`src/rtl/alu_issue_stage.sv`:
```
// ID/EX issue register in front of the ALU. Holds one decoded instruction,
// resolves its operands from the register file or the EX/MEM/WB bypass
// buses at the moment it is accepted, and blocks load-use hazards.
//
// Handshake: a transfer happens on a rising edge where valid and ready are
// both 1. in_valid and the upstream payload must stay stable until
// in_ready is seen; out_valid and the alu_*/out_* payload stay stable until
// out_ready is seen. flush overrides both sides in the cycle it is high.
module alu_issue_stage #(
    parameter int DATAWIDTH = 32
) (
    input  logic                 CLK,
    input  logic                 RST,
    input  logic                 in_valid,
    output logic                 in_ready,
    input  logic [4:0]           in_rs1_addr,
    input  logic [4:0]           in_rs2_addr,
    input  logic [4:0]           in_rd_addr,
    input  logic [DATAWIDTH-1:0] in_rs1_data,
    input  logic [DATAWIDTH-1:0] in_rs2_data,
    input  logic [DATAWIDTH-1:0] in_imm,
    input  logic                 in_use_imm,
    input  logic [3:0]           in_op,
    input  logic                 in_rd_we,
    input  logic                 in_is_load,
    input  logic                 flush,
    input  logic [DATAWIDTH-1:0] ex_result,
    input  logic                 fwd_mem_valid,
    input  logic                 fwd_mem_is_load,
    input  logic [4:0]           fwd_mem_addr,
    input  logic [DATAWIDTH-1:0] fwd_mem_data,
    input  logic                 fwd_wb_valid,
    input  logic [4:0]           fwd_wb_addr,
    input  logic [DATAWIDTH-1:0] fwd_wb_data,
    output logic                 out_valid,
    input  logic                 out_ready,
    output logic [DATAWIDTH-1:0] alu_rs1,
    output logic [DATAWIDTH-1:0] alu_rs2,
    output logic [3:0]           alu_op,
    output logic [4:0]           out_rd_addr,
    output logic                 out_rd_we,
    output logic                 out_is_load,
    output logic [31:0]          stall_cnt,
    output logic                 dbg_state
);

    typedef enum logic {
        ST_EMPTY = 1'b0,
        ST_FULL  = 1'b1
    } state_t;

    state_t                r_state;
    state_t                w_state_nxt;

    logic [DATAWIDTH-1:0]  r_alu_rs1;
    logic [DATAWIDTH-1:0]  r_alu_rs2;
    logic [3:0]            r_alu_op;
    logic [4:0]            r_rd_addr;
    logic                  r_rd_we;
    logic                  r_is_load;
    logic [31:0]           r_stall_cnt;

    logic                  w_full;
    logic                  w_handoff;
    logic                  w_accept;
    logic                  w_held_load;
    logic                  w_mem_load;
    logic                  w_rs1_haz;
    logic                  w_rs2_haz;
    logic                  w_hazard;
    logic                  w_stall_inc;
    logic [DATAWIDTH-1:0]  w_rs1_opnd;
    logic [DATAWIDTH-1:0]  w_rs2_opnd;

    assign w_full    = (r_state == ST_FULL);
    assign w_handoff = w_full & out_ready;
    assign w_accept  = in_valid & in_ready;

    // Load-use detection: a load still held here or sitting in MEM has no
    // data yet, so any reader of its rd must wait.
    always_comb begin
        w_held_load = w_full & r_is_load & r_rd_we;
        w_mem_load  = fwd_mem_valid & fwd_mem_is_load;
        w_rs1_haz   = (in_rs1_addr != 5'd0) &
                      ((w_held_load & (r_rd_addr == in_rs1_addr)) |
                       (w_mem_load & (fwd_mem_addr == in_rs1_addr)));
        w_rs2_haz   = !in_use_imm & (in_rs2_addr != 5'd0) &
                      ((w_held_load & (r_rd_addr == in_rs2_addr)) |
                       (w_mem_load & (fwd_mem_addr == in_rs2_addr)));
        w_hazard    = w_rs1_haz | w_rs2_haz;
    end

    assign in_ready    = !RST & !flush & !w_hazard & (!w_full | out_ready);
    assign w_stall_inc = in_valid & w_hazard & !flush;

    // rs1 operand: EX (only when the held instruction leaves now), then MEM,
    // then WB, then register file. x0 never takes a bypass.
    always_comb begin
        w_rs1_opnd = in_rs1_data;
        if (in_rs1_addr != 5'd0) begin
            if (w_handoff & r_rd_we & (r_rd_addr == in_rs1_addr)) begin
                w_rs1_opnd = ex_result;
            end else if (fwd_mem_valid & (fwd_mem_addr == in_rs1_addr)) begin
                w_rs1_opnd = fwd_mem_data;
            end else if (fwd_wb_valid & (fwd_wb_addr == in_rs1_addr)) begin
                w_rs1_opnd = fwd_wb_data;
            end
        end
    end

    // rs2 operand: immediate wins outright, otherwise same priority as rs1.
    always_comb begin
        w_rs2_opnd = in_rs2_data;
        if (in_use_imm) begin
            w_rs2_opnd = in_imm;
        end else if (in_rs2_addr != 5'd0) begin
            if (w_handoff & r_rd_we & (r_rd_addr == in_rs2_addr)) begin
                w_rs2_opnd = ex_result;
            end else if (fwd_mem_valid & (fwd_mem_addr == in_rs2_addr)) begin
                w_rs2_opnd = fwd_mem_data;
            end else if (fwd_wb_valid & (fwd_wb_addr == in_rs2_addr)) begin
                w_rs2_opnd = fwd_wb_data;
            end
        end
    end

    // Next state: flush empties the stage, accept fills it, handoff drains it.
    always_comb begin
        w_state_nxt = r_state;
        if (flush) begin
            w_state_nxt = ST_EMPTY;
        end else if (w_accept) begin
            w_state_nxt = ST_FULL;
        end else if (w_handoff) begin
            w_state_nxt = ST_EMPTY;
        end
    end

    // State register.
    always_ff @(posedge CLK or posedge RST) begin
        if (RST) begin
            r_state <= ST_EMPTY;
        end else begin
            r_state <= w_state_nxt;
        end
    end

    // Payload capture; operands are frozen at accept and never re-resolved.
    always_ff @(posedge CLK or posedge RST) begin
        if (RST) begin
            r_alu_rs1 <= '0;
            r_alu_rs2 <= '0;
            r_alu_op  <= '0;
            r_rd_addr <= '0;
            r_rd_we   <= 1'b0;
            r_is_load <= 1'b0;
        end else if (w_accept) begin
            r_alu_rs1 <= w_rs1_opnd;
            r_alu_rs2 <= w_rs2_opnd;
            r_alu_op  <= in_op;
            r_rd_addr <= in_rd_addr;
            r_rd_we   <= in_rd_we;
            r_is_load <= in_is_load;
        end
    end

    // Saturating hazard stall counter.
    always_ff @(posedge CLK or posedge RST) begin
        if (RST) begin
            r_stall_cnt <= '0;
        end else if (w_stall_inc && (r_stall_cnt != 32'hFFFF_FFFF)) begin
            r_stall_cnt <= r_stall_cnt + 32'd1;
        end
    end

    assign out_valid   = w_full;
    assign alu_rs1     = r_alu_rs1;
    assign alu_rs2     = r_alu_rs2;
    assign alu_op      = r_alu_op;
    assign out_rd_addr = r_rd_addr;
    assign out_rd_we   = r_rd_we;
    assign out_is_load = r_is_load;
    assign stall_cnt   = r_stall_cnt;
    assign dbg_state   = r_state;

endmodule

```
`config.mk`:
```
export PLATFORM = sky130hd
export DESIGN_NAME = alu_issue_stage
export DESIGN_NICKNAME = d
export VERILOG_FILES = /design/src/rtl/alu_issue_stage.sv
export SDC_FILE = /design/constraint.sdc
export NUM_CORES = 1
export LEC_CHECK = 0
export BUFFER_PORTS_ARGS = -buffer_cell sky130_fd_sc_hd__buf_2
export CAP_MARGIN = 20
export CORE_MARGIN = 2
export CORE_UTILIZATION = 44
export DETAILED_ROUTE_END_ITERATION = 8
export GPL_ROUTABILITY_DRIVEN = 0
export PLACE_DENSITY = 0.88
export SETUP_SLACK_MARGIN = 0.5
export SLEW_MARGIN = 5
export SYNTH_ARGS = -nofsm -noshare
export SYNTH_HDL_FRONTEND = slang
export SYNTH_SLANG_ARGS = --single-unit
```
`constraint.sdc`:
```
create_clock -name CLK -period 3.2 [get_ports CLK]
set_clock_uncertainty 0.2 [all_clocks]
set_input_delay 0.32 -clock CLK [delete_from_list [all_inputs] [get_ports CLK]]
set_output_delay 0.32 -clock CLK [all_outputs]
set_load 0.1 [all_outputs]
```
**Word-level counts from Yosys, hierarchy flattened**

Cells that the tools add are included.

- Register bits after elaboration: 108
- Output and inout bits: 110
- Input port bits: 232

- Eq/ne operators: 7
- Reductions and logical operators: 9
- Multiplexer cells: 12
- $add $sub $neg: 1
- Bitwise gates (word level): 28

Operators by type and width:

| operator | count |
|---|---|
| two-way mux 32 bit | 9 |
| adder 32 x 1 -> 32 bit (second input constant) | 1 |
| != test 32 bit (second input constant) | 1 |
| == test 5 bit | 6 |
| bitwise AND 1 bit | 24 |
| nonzero test 5 bit | 2 |
| zero test 1 bit | 5 |
| bitwise OR 1 bit | 4 |
| two-way mux 1 bit | 3 |
| nonzero test 3 bit | 1 |
| logical AND 1 bit | 1 |

**Longest topological paths before layout**

- Word-level depth: 12
- Depth in mapped cells: 10

**Worst setup path after synthesis**

No wires, ideal clock.

- Path kind: register to output
- From: register r_rd_addr[0], in the netlist out_rd_addr[0]
- To: output in_ready
- Path buffers: 0
- Data arrival time: 4.992 ns
- Stages on the path, launching flop included: 6
- Setup slack: -2.312 ns
- Path through: dfrtp_1 xnor2_1 and4_1 o22ai_2 and2_1 nor4b_1

- Cells in the longest elaborated chain, start to end: 8
- Elaborated cells between the ends (all ways): 12
- Classes of those cells: eq/ne: 2; bitwise: 9; reduce/logical: 1

RTL lines:

| what | RTL line | text |
|---|---|---|
| from (decl) | 58 | `logic [4:0] r_rd_addr;` |
| from (signal assigned) | 161 | `r_rd_addr <= in_rd_addr;` |
| == test 5 bit (on tied branches) | 85, 88 |  |
| bitwise AND 1 bit (on tied branches) | 85, 88 |  |
| bitwise OR 1 bit (on tied branches) | 85, 88 |  |
| bitwise AND 1 bit (on tied branches) | 84, 87 |  |
| bitwise OR 1 bit * | 90 | `w_hazard = w_rs1_haz \| w_rs2_haz;` |
| zero test 1 bit * | 93 | `assign in_ready = !RST & !flush & !w_hazard & (!w_full \| out_ready);` |
| bitwise AND 1 bit * (2 in a row) | 93 |  |
| to (decl) | 15 | `output logic in_ready,` |

Every way passes the cells marked *; elsewhere a longest branch is shown, timed or not.

**Final worst setup path**

- From: register r_rd_addr[1], in the netlist out_rd_addr[1]
- To: output in_ready

The elaborated chain is that of the path after synthesis.

==> impl_metrics.ini <==
[run_status]
outcome = finished clean

[final_layout]
stdcell_count = 1478
final_cell_mix = buf_2, nand2_1, dfrtp_1
drive_gt1_frac = 0.359
final_common_cell = buf_2
fin_nets = 1480
areaGrowthSynthToFinish_pct = 33.0

[timing]
worst_pin_slew_ns = 0.709
rsz0062_at_grt = false
whs_ns = 0.0494
tns_ns = 0
setup_ws_ns = 0.547
slew_viol_final = 0
fmax_mhz = 377
finalHoldViolCount = 0
setup_violations = 0
post-route-min-period_ns = 2.65
max-slew-margin-rel = 0.527
timing.final.crit_share = 0.829

[clock_tree]
clk_pin_slew_worst_paths_ns = 0.08
insertion_delay_ns = 0.37
cts_made_buffers = 9
clockBufferDepth = 2
clock-sinks = 108
clockRootBuffer = clkbuf_16
clock_tree.htree_level_count = 3
cts_tree = done

[power]
p_comb_frac = 0.453
seq_power_share = 0.316
power_frac_clock = 0.230
p_per_area_nw_per_um2 = 525
power.switching_mw = 2.65
switching_share = 0.499
ir_worst_vdd_mv = 0.533
total_power_mw = 5.30
p_leak_nw = 4.89
p_int_mw = 2.66

[worst_setup_path]
cp.arrival_ns = 2.13
path_depth = 7
r2r_setup_slack_ns = 0.64
cp_slowest_cell = dfrtp_2
r2r-end = alu_rs1[7]$_DFFE_PP0P_
cp-end-kind = output port
path_class = reg2out
crit_required_ns = 2.68
cp_top_family = simple AND/OR/NAND/NOR gates
startpoint = out_rd_addr[1]$_DFFE_PP0P_
crit_chain = xnor2_1 > nand3_2 > nor3_4 > o21ai_4 > and2_4 > nor4b_4 > buf_12
crit_fanout = 5
path_buf_inv = 1
critPathMaxStageDelay_ns = 0.45
reg2reg_depth = 8
startpoint_type = flop
worstSetupEndpoint = in_ready
timing.rr.start = out_rd_addr[2]$_DFFE_PP0P_

[synth]
synth_seq_cells = 108
ys_seq_area_frac = 0.356
yosys_warnings = 0
synth_area_um2 = 7590
async_flop_share = 1.00
avgSynthCellArea_um2 = 8.16
synth.top_cells.by_area = dfrtp_1, nand2_1, a221oi_1, xnor2_1, a21oi_1
synth_top_area_frac = 0.356
ys_types = 56
syn_nets = 1163
synth_ff_type = dfrtp_1
synth.largest_area_cell = dfrtp_1
synth-edff-count = 0
synthCells = 930

[floorplan]
core_area_um2 = 17100
die_w_um = 135
dieArea_um2 = 18300
start_util = 0.445
io_pins = 342
dieHeight_um = 135
rows = 48

[global_route]
overflow = 0
grt_pass1_vias = 9259
grt_use_total = 0.342
grt_max_degree = 109
antenna_found_initial = 2
grt_pass1_wl_mm = 48.5

[drt]
vias = 9343
drt_iter0_markers = 1071
firstDrtPassIters = 7
drc_errors = 0
wire_per_inst_um = 22.2
wirelength_mm = 32.8
drtAntennaViolNets = 0
vias_per_cell = 6.32

[placed_design]
port_buffers = 341
pre_cts_ws_ns = 0.380
hpwl_mm = 22.1
dp_cells = 1443

[run]
cap_viol_max_count = 0

[min_path]
min_from = in_rs1_data[11]
timing.hold.worst.class = in2reg
power by group through the flow:
stage / registers, mW / clock network [mW] / logic [mW]
2_1_floorplan: 3.02 / 0 / 0.461
3_3_place_gp: 1.69 / 0 / 2.34
3_5_place_dp: 1.69 / 0 / 2.36
4_1_cts: 1.67 / 1.22 / 2.38
5_1_grt: 1.69 / 1.28 / 2.49
6_report: 1.68 / 1.22 / 2.41
worst min-delay path by stage:
stage                                    endpoint  slack [ns]  cells past startpoint
final                     alu_rs1[11]$_DFFE_PP0P_        0.05                      3
after global routing      alu_rs1[19]$_DFFE_PP0P_        0.08                      3
after CTS                 alu_rs1[11]$_DFFE_PP0P_        0.06                      3
after detailed placement   alu_rs2[3]$_DFFE_PP0P_        0.25                      2
after global placement    alu_rs2[13]$_DFFE_PP0P_        0.25                      2
after floorplan             dbg_state$_DFFE_PP0P_        0.18                      1
registers in the layout, summed over array words and instances, names as in the netlist:
| name | cells |
|---|---|
| dbg_state | 1 |
| out_rd_addr | 5 |
| alu_rs2 | 32 |
| alu_op | 4 |
| alu_rs1 | 32 |
| out_rd_we | 1 |
| stall_cnt | 32 |
| out_is_load | 1 |
stage by stage:
stage / utilization / instance area, µm²
2_1_floorplan: - / 7640
3_3_place_gp: 0.560 / 9560
3_5_place_dp: 0.560 / 9560
4_1_cts: 0.587 / 10000
5_1_grt: 0.592 / 10100
6_report: 0.592 / 10100
per-layer routing:
layer	part of all wire	global-route usage	vias to the layer above	wire, µm
li1	-	-	4057	-
met1	0.37	0.416	4266	12000
met2	0.45	0.550	820	14800
met3	0.12	0.0890	198	4050
met4	0.058	0.194	2	1910
met5	0.00031	0	-	10
kinds of logic (layout without fill, tap and decap cells):
group,count (synthesis),after routing,share of synthesized area
flops,108,108,0.356
xor+xnor,61,61,0.0723
compound gates,292,292,0.273
simple gates,357,358,0.222
fa+ha+maj,1,1,0.00165
other cells,0,1,0
mux,9,9,0.0127
buf+inv,102,423,0.0621
layout make-up:
cell class                 instances  area (µm²)
inverter                          23        90.1
timing repair buffer             384        2160
sequential                       108        2740
fill                            1482        6960
clock inverter                     6        71.3
clock buffer                      10         239
antenna                            1        2.50
tap                              225         282
multi-input combinational        721        4520
worst reg2reg max path, cell delays in order (launching register included):
cell and delay, ns:
dfrtp_2 0.45, xor2_1 0.17, nor3_1 0.22, nand4_1 0.41, o21ai_4 0.21, buf_12 0.24
a211oi_1 0.09, a221oi_1 0.32, o21ai_1 0.11
synthesized netlist by cell type, types with 5 or more instances:
library cell,n
a211oi_1,12
a21oi_1,59
a221o_1,12
a221oi_1,61
a311oi_1,29
and3_1,18
buf_2,20
buf_4,5
buf_6,6
clkbuf_1,45
dfrtp_1,108
inv_1,23
mux2_2,5
nand2_1,207
nand2b_1,26
nand3_1,13
nand4_1,17
nor2_1,23
nor2b_1,5
nor3_1,23
o21ai_0,44
o21ai_1,21
o22ai_1,17
o32ai_1,15
xnor2_1,47
xor2_1,12
repair_timing:
item	4_1_cts	5_1_grt
hold endpoints to repair	26	0
cloned	0	1
resized for setup	3	4
setup endpoints to repair	16	43
hold buffers	13	0
pin swaps	1	2
buffers inserted	1	2
Power figures use the tool's default switching activity.
